===== config.mk =====
export PLATFORM = sky130hd
export DESIGN_NAME = pma_tx_piso
export DESIGN_NICKNAME = d
export VERILOG_FILES = /design/src/rtl/pma_pkg.sv /design/src/rtl/pma_tx_hold_buf.sv /design/src/rtl/pma_tx_piso.sv
export SDC_FILE = /design/constraint.sdc
export NUM_CORES = 1
export LEC_CHECK = 0
export CORE_MARGIN = 10
export CORE_UTILIZATION = 50
export DETAILED_ROUTE_END_ITERATION = 8
export PLACE_DENSITY = 0.74
export SYNTH_ARGS = -nofsm -noshare
export SYNTH_HDL_FRONTEND = slang
export SYNTH_SLANG_ARGS = --single-unit

===== constraint.sdc =====
create_clock -name clk -period 2.77 [get_ports clk]
set_clock_uncertainty 0.15 [all_clocks]
set_input_delay 0.4155 -clock clk [delete_from_list [all_inputs] [get_ports clk]]
set_output_delay 0.4155 -clock clk [all_outputs]
set_load 0.005 [all_outputs]

===== src/rtl/pma_pkg.sv =====
// Shared PMA definitions: code-group width, comma code-groups, serializer FSM states.
// Latency: n/a (constants and types only).
// Backpressure: n/a.
package pma_pkg;

   // Code-group width and the matching bit-counter width
   localparam int CG_WIDTH  = 10;
   localparam int CNT_WIDTH = $clog2(CG_WIDTH);

   // K28.5 in both running disparities, written so that bit[0] is the first bit on the wire
   localparam logic [CG_WIDTH-1:0] K28_5_RDN = 10'h17C;
   localparam logic [CG_WIDTH-1:0] K28_5_RDP = 10'h283;

   typedef enum logic {
      IDLE = 1'b0,
      RUN  = 1'b1
   } pma_state_t;

endpackage


===== src/rtl/pma_tx_hold_buf.sv =====
// One-entry hold buffer sitting between PCS transmit and the serializer shift register.
// Latency: a written word is visible on hold_dat the cycle after the write edge.
// Backpressure: caller only writes when empty or draining; a write wins over a same-edge drain.
module pma_tx_hold_buf
   import pma_pkg::*;
#(
   parameter int CG_WIDTH = pma_pkg::CG_WIDTH
)(
   input  logic                clk,
   input  logic                reset,
   input  logic                wr_vld,
   input  logic [CG_WIDTH-1:0] wr_dat,
   input  logic                drain,
   output logic                hold_vld,
   output logic [CG_WIDTH-1:0] hold_dat
);

   // Capture on write; otherwise empty out when the serializer takes the word
   always_ff @(posedge clk or posedge reset) begin
      if (reset) begin
         hold_vld <= 1'b0;
         hold_dat <= '0;
      end else if (wr_vld) begin
         hold_vld <= 1'b1;
         hold_dat <= wr_dat;
      end else if (drain) begin
         hold_vld <= 1'b0;
      end
   end

endmodule


===== src/rtl/pma_tx_piso.sv =====
// TX PMA serializer: 10-bit code-groups out one bit per clk, bit[0] first, filler on underrun.
// Latency: first bit one cycle after tx_en is sampled; bypassed word starts the cycle after the boundary.
// Backpressure: load_ready = hold empty, or hold draining at an enabled code-group boundary.
module pma_tx_piso
   import pma_pkg::*;
#(
   parameter int                  CG_WIDTH   = pma_pkg::CG_WIDTH,
   parameter logic [CG_WIDTH-1:0] FILLER     = pma_pkg::K28_5_RDN,
   parameter int                  UCNT_WIDTH = 8
)(
   input  logic                  clk,
   input  logic                  reset,
   input  logic                  tx_en,
   input  logic [CG_WIDTH-1:0]   parallel_in,
   input  logic                  load_valid,
   output logic                  load_ready,
   output logic                  s_out,
   output logic                  cg_start,
   output logic                  underrun,
   output logic [UCNT_WIDTH-1:0] underrun_count
);

   localparam int                 CNT_W    = $clog2(CG_WIDTH);
   localparam logic [CNT_W-1:0]   LAST_BIT = CNT_W'(CG_WIDTH - 1);

   pma_state_t          state;
   logic [CG_WIDTH-1:0] shift_reg;
   logic [CNT_W-1:0]    bit_cnt;
   logic                hold_vld;
   logic [CG_WIDTH-1:0] hold_dat;

   logic boundary;     // last bit of the current code-group is on s_out
   logic next_cg;      // a new code-group is taken at this boundary (still enabled)
   logic start;        // IDLE -> RUN this edge
   logic transfer;     // parallel_in accepted this edge
   logic bypass;       // accepted word goes straight to the shift register
   logic underrun_evt; // nothing to send at an enabled boundary

   assign boundary     = (state == RUN) && (bit_cnt == LAST_BIT);
   assign next_cg      = boundary && tx_en;
   assign start        = (state == IDLE) && tx_en;
   assign load_ready   = !hold_vld || next_cg;
   assign transfer     = load_valid && load_ready;
   assign bypass       = next_cg && !hold_vld && transfer;
   assign underrun_evt = next_cg && !hold_vld && !transfer;

   // shift_reg is forced to zero in IDLE, so its LSB is the registered line state in both states
   assign s_out    = shift_reg[0];
   assign cg_start = (state == RUN) && (bit_cnt == '0);

   pma_tx_hold_buf #(
      .CG_WIDTH (CG_WIDTH)
   ) u_hold (
      .clk      (clk),
      .reset    (reset),
      .wr_vld   (transfer && !bypass),
      .wr_dat   (parallel_in),
      .drain    (start || next_cg),
      .hold_vld (hold_vld),
      .hold_dat (hold_dat)
   );

   // Serializer FSM: start/stop only on code-group boundaries, shift one bit per clk while running
   always_ff @(posedge clk or posedge reset) begin
      if (reset) begin
         state     <= IDLE;
         shift_reg <= '0;
         bit_cnt   <= '0;
         underrun  <= 1'b0;
      end else begin
         underrun <= 1'b0;
         case (state)
            IDLE: begin
               bit_cnt <= '0;
               if (tx_en) begin
                  state     <= RUN;
                  shift_reg <= hold_vld ? hold_dat : FILLER;
               end
            end
            RUN: begin
               if (bit_cnt == LAST_BIT) begin
                  bit_cnt <= '0;
                  if (!tx_en) begin
                     state     <= IDLE;
                     shift_reg <= '0;
                  end else if (hold_vld) begin
                     shift_reg <= hold_dat;
                  end else if (transfer) begin
                     shift_reg <= parallel_in;
                  end else begin
                     shift_reg <= FILLER;
                     underrun  <= 1'b1;
                  end
               end else begin
                  shift_reg <= shift_reg >> 1;
                  bit_cnt   <= bit_cnt + 1'b1;
               end
            end
            default: begin
               state     <= IDLE;
               shift_reg <= '0;
               bit_cnt   <= '0;
            end
         endcase
      end
   end

   // Saturating count of filler substitutions while running
   always_ff @(posedge clk or posedge reset) begin
      if (reset) begin
         underrun_count <= '0;
      end else if (underrun_evt && (underrun_count != '1)) begin
         underrun_count <= underrun_count + 1'b1;
      end
   end

endmodule


Yosys cells after proc, flatten, opt, wreduce, memory -nomap -nowiden --
Index checks and enable logic that the tools add are counted.
Word-level totals: word-level logic and storage cells 49, flip-flop bits (word level) 35, output and inout bits 12
Cells by class: bitwise gates (word level) 1, multiplexer cells 19, equality and inequality tests 3, add/sub/neg operators 2, reductions and logical operators 17
Operators by type and width (number):
- $mux W10 | 6
- $pmux W10 S2 | 1
- $logic_and A1 B1 Y1 | 10
- $mux W1 | 9
- $add A8 B1 Y8 const B | 1
- $ne A8 B8 Y1 const B | 1
- $pmux W4 S2 | 1
- $add A4 B1 Y4 const B | 1
- $eq A4 B4 Y1 const B | 1
- $logic_not A4 Y1 | 1
- $mux W4 | 1
- $logic_not A1 Y1 | 3
- $logic_or A1 B1 Y1 | 2
- $ne A2 B2 Y1 const B | 1
- $pmux W1 S2 | 1
- $reduce_bool A2 Y1 | 1
- $not A1 Y1 | 1

Logic depth before layout (Yosys ltp) --
Gate-level depths: netlist of run 1.
word-level depth 10, gate-level depth with buffers 7

Modules after synthesis --
A second synthesis of run 1 with hierarchy kept.
Unflattened totals: cell total of the unflattened synthesis 156, area, all modules 1740.4 sq um
By module, submodules not included:
- pma_tx_piso | cells an instance 131, area an instance 1291.2 sq um, sequential area each 600.6 sq um, times used 1
- pma_tx_hold_buf | cells an instance 25, area an instance 449.2 sq um, sequential area each 275.3 sq um, times used 1

Worst setup path after synthesis of run 1 --
Ideal clock, no wire load.
kind register to register, start point register underrun_count[0], end point register underrun_count[1], slack 0.855 ns, buffers on the path 0, stages on the path, launching flop included 5, library setup time 0.127 ns, arrival time 1.638 ns, period minus slack after synthesis 1.915 ns, required time 2.493 ns, cells stage by stage dfrtp_1 > ha_1 > and3_1 > a2111oi_4 > mux2_1
On the way: word-level cells in the longest chain between the ends 2, elaborated cells on any way between the ends 3, classes of those cells 1 x add/sub; 1 x eq/ne; 1 x reduce/logical
Ends and longest elaborated chain:
- from (decl) | line pma_tx_piso.sv:20 | output logic [UCNT_WIDTH-1:0] underrun_count
- from (signal assigned) | line pma_tx_piso.sv:113 | underrun_count <= underrun_count + 1'b1;
- parallel branches: the longest is 2 deep, another holds $add A8 B1 Y8
Several ways; the timed one is not identified. A chain may end at the register's enable or synchronous reset.

Final worst setup path of run 1 --
start point register bit_cnt[1], end point output port load_ready
On the way: word-level cells in the longest chain between the ends 4
Ends and longest elaborated chain:
- from (decl) | line pma_tx_piso.sv:28 | logic [CNT_W-1:0] bit_cnt;
- from (signal assigned) | line pma_tx_piso.sv:96 | bit_cnt <= bit_cnt + 1'b1;
- $eq A4 B4 Y1 | line pma_tx_piso.sv:39 | assign boundary = (state == RUN) && (bit_cnt == LAST_BIT);
- $logic_and A1 B1 Y1 | line pma_tx_piso.sv:39
- $logic_and A1 B1 Y1 | line pma_tx_piso.sv:40 | assign next_cg = boundary && tx_en;
- $logic_or A1 B1 Y1 | line pma_tx_piso.sv:42 | assign load_ready = !hold_vld || next_cg;
- to (decl) | line pma_tx_piso.sv:16 | output logic load_ready,
No other way between the ends.

==> results of run 1 <==
==> layout make-up <==
| class | count | area [um2] | share of cell area (%) |
|---|---|---|---|
| Sequential cell | 35 | 876 | 41.0 |
| Multi-Input combinational cell | 103 | 848 | 39.7 |
| Timing Repair Buffer | 29 | 280 | 13.1 |
| Tap cell | 46 | 57.6 | 2.69 |
| Clock buffer | 6 | 51.3 | 2.40 |
| Inverter | 5 | 18.8 | 0.878 |
| Clock inverter | 1 | 5.00 | 0.234 |
==> metrics by stage <==
stage / cells / setup WS [ns] / power (mW) / utilization [%] / hold WS [ns]
3_5_place_dp: 218 / 0.368 / 1.48 / 61.4 / 0.343
6_report: 225 / 0.135 / 1.76 / 63.0 / 0.333
3_3_place_gp: 218 / 0.376 / 1.45 / 61.4 / 0.335
4_1_cts: 225 / 0.156 / 1.77 / 63.0 / 0.341
5_1_grt: 225 / 0.0305 / 1.87 / 63.0 / 0.384
2_1_floorplan: 150 / 0.855 / 1.30 / - / 0.323
==> power by group <==
| group | switching [mW] | internal [mW] |
|---|---|---|
| Combinational | 0.275 | 0.373 |
| Clock | 0.166 | 0.118 |
| Sequential | 0.151 | 0.677 |
| Total | 0.592 | 1.17 |
==> cells in the mapped netlist, types with 2 or more instances <==
master | instances | area [um2]
a21oi_1 | 7 | 35.0
a221o_1 | 9 | 90.1
and3_1 | 3 | 18.8
buf_2 | 3 | 15.0
clkbuf_1 | 2 | 7.51
dfrtp_1 | 35 | 876
ha_1 | 4 | 50.1
inv_1 | 5 | 18.8
mux2_4 | 10 | 150
nand2_1 | 7 | 26.3
nand2b_1 | 4 | 25.0
nand3_1 | 10 | 50.1
nand4_1 | 2 | 12.5
nor2_1 | 7 | 26.3
nor2b_1 | 6 | 37.5
o211ai_1 | 7 | 52.6
o21ai_0 | 4 | 20.0
xnor2_1 | 6 | 52.6
xor2_1 | 2 | 17.5
==> kinds of logic after synthesis <==
logic type,Yosys count
AND/OR/NAND/NOR,49
multiplexers,12
buffers and inverters,12
flip-flops,35
AO/OA/AOI/OAI,30
adder cells (fa/ha/maj),4
XOR/XNOR,8
==> worst max-delay path by stage <==
| stage | start | endpoint | slack, ns | depth (start not counted) |
|---|---|---|---|---|
| 2_1_floorplan | underrun_count[0]$_DFFE_PP0P_ | underrun_count[1]$_DFFE_PP0P_ | 0.85 | 4 |
| 3_3_place_gp | tx_en | load_ready | 0.38 | 5 |
| 3_5_place_dp | tx_en | load_ready | 0.37 | 5 |
| 4_1_cts | bit_cnt[1]$_DFF_PP0_ | load_ready | 0.16 | 6 |
| 5_1_grt | bit_cnt[1]$_DFF_PP0_ | load_ready | 0.03 | 6 |
| 6_report | bit_cnt[1]$_DFF_PP0_ | load_ready | 0.14 | 6 |
==> layer usage <==
| metal | vias to the layer above | routed length [um] |
|---|---|---|
| met5 | - | 0 |
| met4 | 0 | 20 |
| met3 | 4 | 262 |
| met2 | 33 | 1980 |
| met1 | 639 | 1650 |
| li1 | 606 | - |
==> worst min-delay path: cells and delay by family <==
| kind | cells | cell delay, ns |
|---|---|---|
| buffers and inverters | 3 | 0.84 |
==> flow_metrics.env, run 1 <==
export IMPL_outcome="finished clean"
export IMPL_detail_route_first_pass_iterations=4
export IMPL_synth_xor_xnor_area_share_pct=3.93
export IMPL_hold_viol_final=0
export IMPL_antennaDiodeCount=0
export IMPL_final_cell_mix="35 x dfrtp_1, 25 x clkdlybuf4s50_1, 10 x mux2_4, 10 x nand3_1, 9 x a221o_1"
export IMPL_synth_seq_area_share_pct=49.1
export IMPL_port_buffers=25
export IMPL_num_fill_cells=265
export IMPL_row_count=21
export IMPL_grt_use_met1_pct=15.2
export IMPL_synth_top_family_by_area="simple AND/OR/NAND/NOR gates"
export IMPL_io_pins=26
export IMPL_r2r_slack_ns=0.61
export IMPL_crit_path_end_kind="primary output"
export IMPL_fin_crit_sh_pct=95.1
export IMPL_die_area_um2=6360
export IMPL_grt_first_pass_wirelength_um=6440
export IMPL_worstPathMaxFanout=3
export IMPL_synth_edff_count=0
export IMPL_grt_overflow=0
export IMPL_regToRegEndpoint="u_hold.hold_dat[5]$_DFFE_PP0P_"
export IMPL_final_layout_size_suffix_gt1_share_pct=15.1
export IMPL_routabilityCongestion=0.746
export IMPL_path_clk_slew_ns=0.10
export IMPL_synth_async_reset_ratio_pct=100
export IMPL_rsz0062_at_grt="false"
export IMPL_gr_usage_all_layers_pct=12.5
export IMPL_drc=0
export IMPL_cellPowerDensity_nw_per_um2=823
export IMPL_vias_per_cell=5.70
export IMPL_cp_arrival_ns=2.07
export IMPL_tightest_slew_ns=0.667
export IMPL_maxCapViolations=0
export IMPL_setup_viol=0
export IMPL_cts_resized=0
export IMPL_htreeDepth=2
export IMPL_path_buf_inv=2
export IMPL_ys_types=36
export IMPL_syn_avg_cell_area_um2=11.9
export IMPL_use_met2_pct=20.8
export IMPL_syn_num_nets=168
export IMPL_core_area_um2=3390
export IMPL_root_buffer="clkbuf_4"
export IMPL_syn_inst=150
export IMPL_synthSimpleGateAreaFrac_pct=17.3
export IMPL_cts_buffers=5
export IMPL_period_needed_ns=2.63
export IMPL_crit_path_start_kind="register"
export IMPL_crit_type="reg2out"
export IMPL_setup_tns_ns=0
export IMPL_cp_cell_sequence="inv_1, ha_1, and4b_1, nand2_1, nand2_1, clkdlybuf4s50_1"
export IMPL_synthAdderAreaFrac_pct=2.81
export IMPL_area_growth_pct=19.8
export IMPL_grt_busiest_layer="met2"
export IMPL_worstPathRequired_ns=2.20
export IMPL_met3_usage_pct=4.28
export IMPL_critPathTopFamily="buffers and inverters"
export IMPL_grt_start_max_net_pins=36
export IMPL_chipHeight_um=79.7
export IMPL_leakage_nw=0.972
export IMPL_final_antenna_net_count=0
export IMPL_fin_area_um2=2140
export IMPL_cts_path_max_buffers=2
export IMPL_slew_violations=0
export IMPL_clk_latency_ns=0.33
export IMPL_fin_nets=197
export IMPL_final_common_cell="dfrtp_1"
export IMPL_min_path_type="in2async"
export IMPL_start_util_pct=52.6
export IMPL_antenna_found_initial=0
export IMPL_crit_top_cell="nand2_1"
export IMPL_wl_per_cell_um=17.4
export IMPL_cts_setup_buffers=0
export IMPL_hpwlAfterDp_um=2830
export IMPL_synth_seq_cells=35
export IMPL_grt_pass1_vias=1312
export IMPL_syn_area_um2=1780
export IMPL_r2r_start="bit_cnt[1]$_DFF_PP0_"
export IMPL_hold_buffers=0
export IMPL_slew_limit_headroom_pct=55.4
export IMPL_worstRegToRegCells=7
export IMPL_cts_tree="yes"
export IMPL_synth_compound_area_share_pct=14.0
export IMPL_critical_path_slowest_cell="clkdlybuf4s50_1"
export IMPL_drt_wl_total_um=3900
export IMPL_critPathMaxStageDelay_ns=0.51
export IMPL_ys_warn_count=0
export IMPL_synth_ff_type="dfrtp_1"
export IMPL_die_width_um=79.7
export IMPL_synthMuxAreaShare_pct=9.61
export IMPL_fmax_ghz=0.380
export IMPL_place_area_um2=2080
export IMPL_max_vdd_ir_drop_mv=0.462
export IMPL_first_iter_violations=94
export IMPL_dr_total_vias=1282
export IMPL_cts_sinks=35
Power figures use the tool's default switching activity.
==> run 2, diff against run 1 <==
--- a/config.mk
+++ b/config.mk
@@ -5,6 +5,7 @@
 export SDC_FILE = /design/constraint.sdc
 export NUM_CORES = 1
 export LEC_CHECK = 0
+export ABC_CLOCK_PERIOD_IN_PS = 2770
 export CORE_MARGIN = 10
 export CORE_UTILIZATION = 50
 export DETAILED_ROUTE_END_ITERATION = 8
==> results of run 2 <==
Same layout as run 1: the final DEF is identical, and so are final timing and power.
==> run 3, diff against run 2 <==
--- a/config.mk
+++ b/config.mk
@@ -6,10 +6,12 @@
 export NUM_CORES = 1
 export LEC_CHECK = 0
 export ABC_CLOCK_PERIOD_IN_PS = 2770
+export CELL_PAD_IN_SITES_DETAIL_PLACEMENT = 0
+export CELL_PAD_IN_SITES_GLOBAL_PLACEMENT = 1
 export CORE_MARGIN = 10
-export CORE_UTILIZATION = 50
+export CORE_UTILIZATION = 46
 export DETAILED_ROUTE_END_ITERATION = 8
-export PLACE_DENSITY = 0.74
+export PLACE_DENSITY = 0.84
 export SYNTH_ARGS = -nofsm -noshare
 export SYNTH_HDL_FRONTEND = slang
 export SYNTH_SLANG_ARGS = --single-unit
==> run 3 against run 2 <==
Sequential cell count unchanged. Critical path type unchanged. Setup slack better by 0.14 ns. Sequential share of layout area fell by 0.66 points. Hold slack gained 0.024 ns. Register-to-register slack gained 0.02 ns. Highest routed layer unchanged. Global-route usage up 0.42 points. Core utilization fell by 4.6 points. Maximum frequency rose by 5.8%. Combinational power increased by 6.8%. Sequential power is 3.6% lower. Clock-buffer cell count increased by 1.
==> flow_metrics.env, run 3 (same netlist as run 1, synthesis figures left out) <==
export IMPL_cts_path_max_buffers=2
export IMPL_core_area_um2=3720
export IMPL_critical_path_slowest_cell="clkdlybuf4s50_1"
export IMPL_final_layout_size_suffix_gt1_share_pct=14.9
export IMPL_io_pins=26
export IMPL_fin_crit_sh_pct=89.9
export IMPL_slew_limit_headroom_pct=51.3
export IMPL_cts_sinks=35
export IMPL_detail_route_first_pass_iterations=4
export IMPL_final_cell_mix="35 x dfrtp_1, 25 x clkdlybuf4s50_1, 10 x mux2_4, 10 x nand3_1, 9 x a221o_1"
export IMPL_start_util_pct=48.0
export IMPL_grt_pass1_vias=1371
export IMPL_critPathTopFamily="buffers and inverters"
export IMPL_cellPowerDensity_nw_per_um2=849
export IMPL_row_count=22
export IMPL_postLayoutSetupSlackWorst_ns=0.280
export IMPL_routabilityCongestion=0.784
export IMPL_final_common_cell="dfrtp_1"
export IMPL_chipHeight_um=82.3
export IMPL_critPathMaxStageDelay_ns=0.50
export IMPL_max_vdd_ir_drop_mv=0.436
export IMPL_crit_type="reg2out"
export IMPL_crit_path_start_kind="register"
export IMPL_crit_path_end_kind="primary output"
export IMPL_grt_overflow=0
export IMPL_htreeDepth=2
export IMPL_root_buffer="clkbuf_8"
export IMPL_rsz0062_at_grt="false"
export IMPL_worstPathRequired_ns=2.20
export IMPL_path_buf_inv=2
export IMPL_worstPathMaxFanout=3
export IMPL_cp_cell_sequence="inv_1, ha_1, and4b_1, nand2_1, nand2_1, clkdlybuf4s50_1"
export IMPL_path_clk_slew_ns=0.07
export IMPL_fin_nets=198
export IMPL_hold_buffers=0
export IMPL_final_util_pct=58.5
export IMPL_cts_tree="yes"
export IMPL_seqCellArea_um2=876
export IMPL_hpwlAfterDp_um=2810
export IMPL_grt_first_pass_wirelength_um=6870
export IMPL_tightest_slew_ns=0.727
export IMPL_antenna_found_initial=0
export IMPL_gr_usage_all_layers_pct=13.0
export IMPL_die_area_um2=6770
export IMPL_outcome="finished clean"
export IMPL_setup_tns_ns=0
export IMPL_setup_viol=0
export IMPL_drt_wl_total_um=4030
export IMPL_fmax_ghz=0.402
export IMPL_wl_per_cell_um=17.6
export IMPL_dr_total_vias=1333
export IMPL_cts_resized=0
export IMPL_num_fill_cells=318
export IMPL_min_path_type="reg2reg"
export IMPL_multi_input_area_um2=848
export IMPL_grt_start_max_net_pins=36
export IMPL_crit_top_cell="nand2_1"
export IMPL_cp_arrival_ns=1.92
export IMPL_dp_slack_ns=0.411
export IMPL_port_buffers=25
export IMPL_period_needed_ns=2.49
export IMPL_clk_latency_ns=0.29
export IMPL_maxCapViolations=0
export IMPL_cts_buffers=5
export IMPL_drc=0
export IMPL_area_growth_pct=21.7
export IMPL_cts_setup_buffers=0
export IMPL_first_iter_violations=68
export IMPL_final_antenna_net_count=0
export IMPL_slew_violations=0
export IMPL_leakage_nw=0.984
export IMPL_vias_per_cell=5.82
export IMPL_hold_viol_final=0
export IMPL_die_width_um=82.3
export IMPL_antennaDiodeCount=0
==> run 3: final cells by class <==
cell class | instances | area share (%)
multi-input cells | 103 | 39.1
clock buffers | 7 | 3.51
inverters | 5 | 0.864
repair buffers | 30 | 13.2
clock inverters | 1 | 0.230
flip-flops and latches | 35 | 40.3
well taps | 48 | 2.76
==> run 3: path summary, 6_finish.rpt <==
check | start | end | slack, ns | depth (start not counted)
worst min-delay path | underrun_count[7]$_DFFE_PP0P_ | underrun_count[7]$_DFFE_PP0P_ | 0.36 | 1
min in group asynchronous | reset | underrun_count[0]$_DFFE_PP0P_ | 0.37 | 3
max in group asynchronous | reset | u_hold.hold_dat[5]$_DFFE_PP0P_ | 1.77 | 3
worst min register to register | underrun_count[7]$_DFFE_PP0P_ | underrun_count[7]$_DFFE_PP0P_ | 0.36 | 1
worst max register to register | bit_cnt[1]$_DFF_PP0_ | u_hold.hold_dat[7]$_DFFE_PP0P_ | 0.63 | 7
worst max-delay path | bit_cnt[1]$_DFF_PP0_ | load_ready | 0.28 | 6
==> run 3: per-layer routing <==
layer | vias up | track usage, % | share of wire, %
met2 | 35 | 19.6 | 48
met1 | 684 | 16.7 | 45
li1 | 611 | - | -
met5 | - | 0 | 0
met4 | 0 | 3.91 | 0.67
met3 | 3 | 5.18 | 6.7
==> run 3: report_power, final <==
part | switching (mW) | total (mW) | internal, mW
clock | 0.177 | 0.353 | 0.176
sequential | 0.119 | 0.798 | 0.679
combinational | 0.311 | 0.692 | 0.381
total | 0.607 | 1.84 | 1.24
==> run 3: through the flow <==
stage	cell area [um2]	power (mW)	instances	hold WS, ns
after floorplan	1780	1.30	150	0.323
after global placement	2090	1.47	221	0.340
after detailed placement	2090	1.50	221	0.349
after CTS	2170	1.86	229	0.361
after global routing	2170	1.97	229	0.374
final	2170	1.84	229	0.358
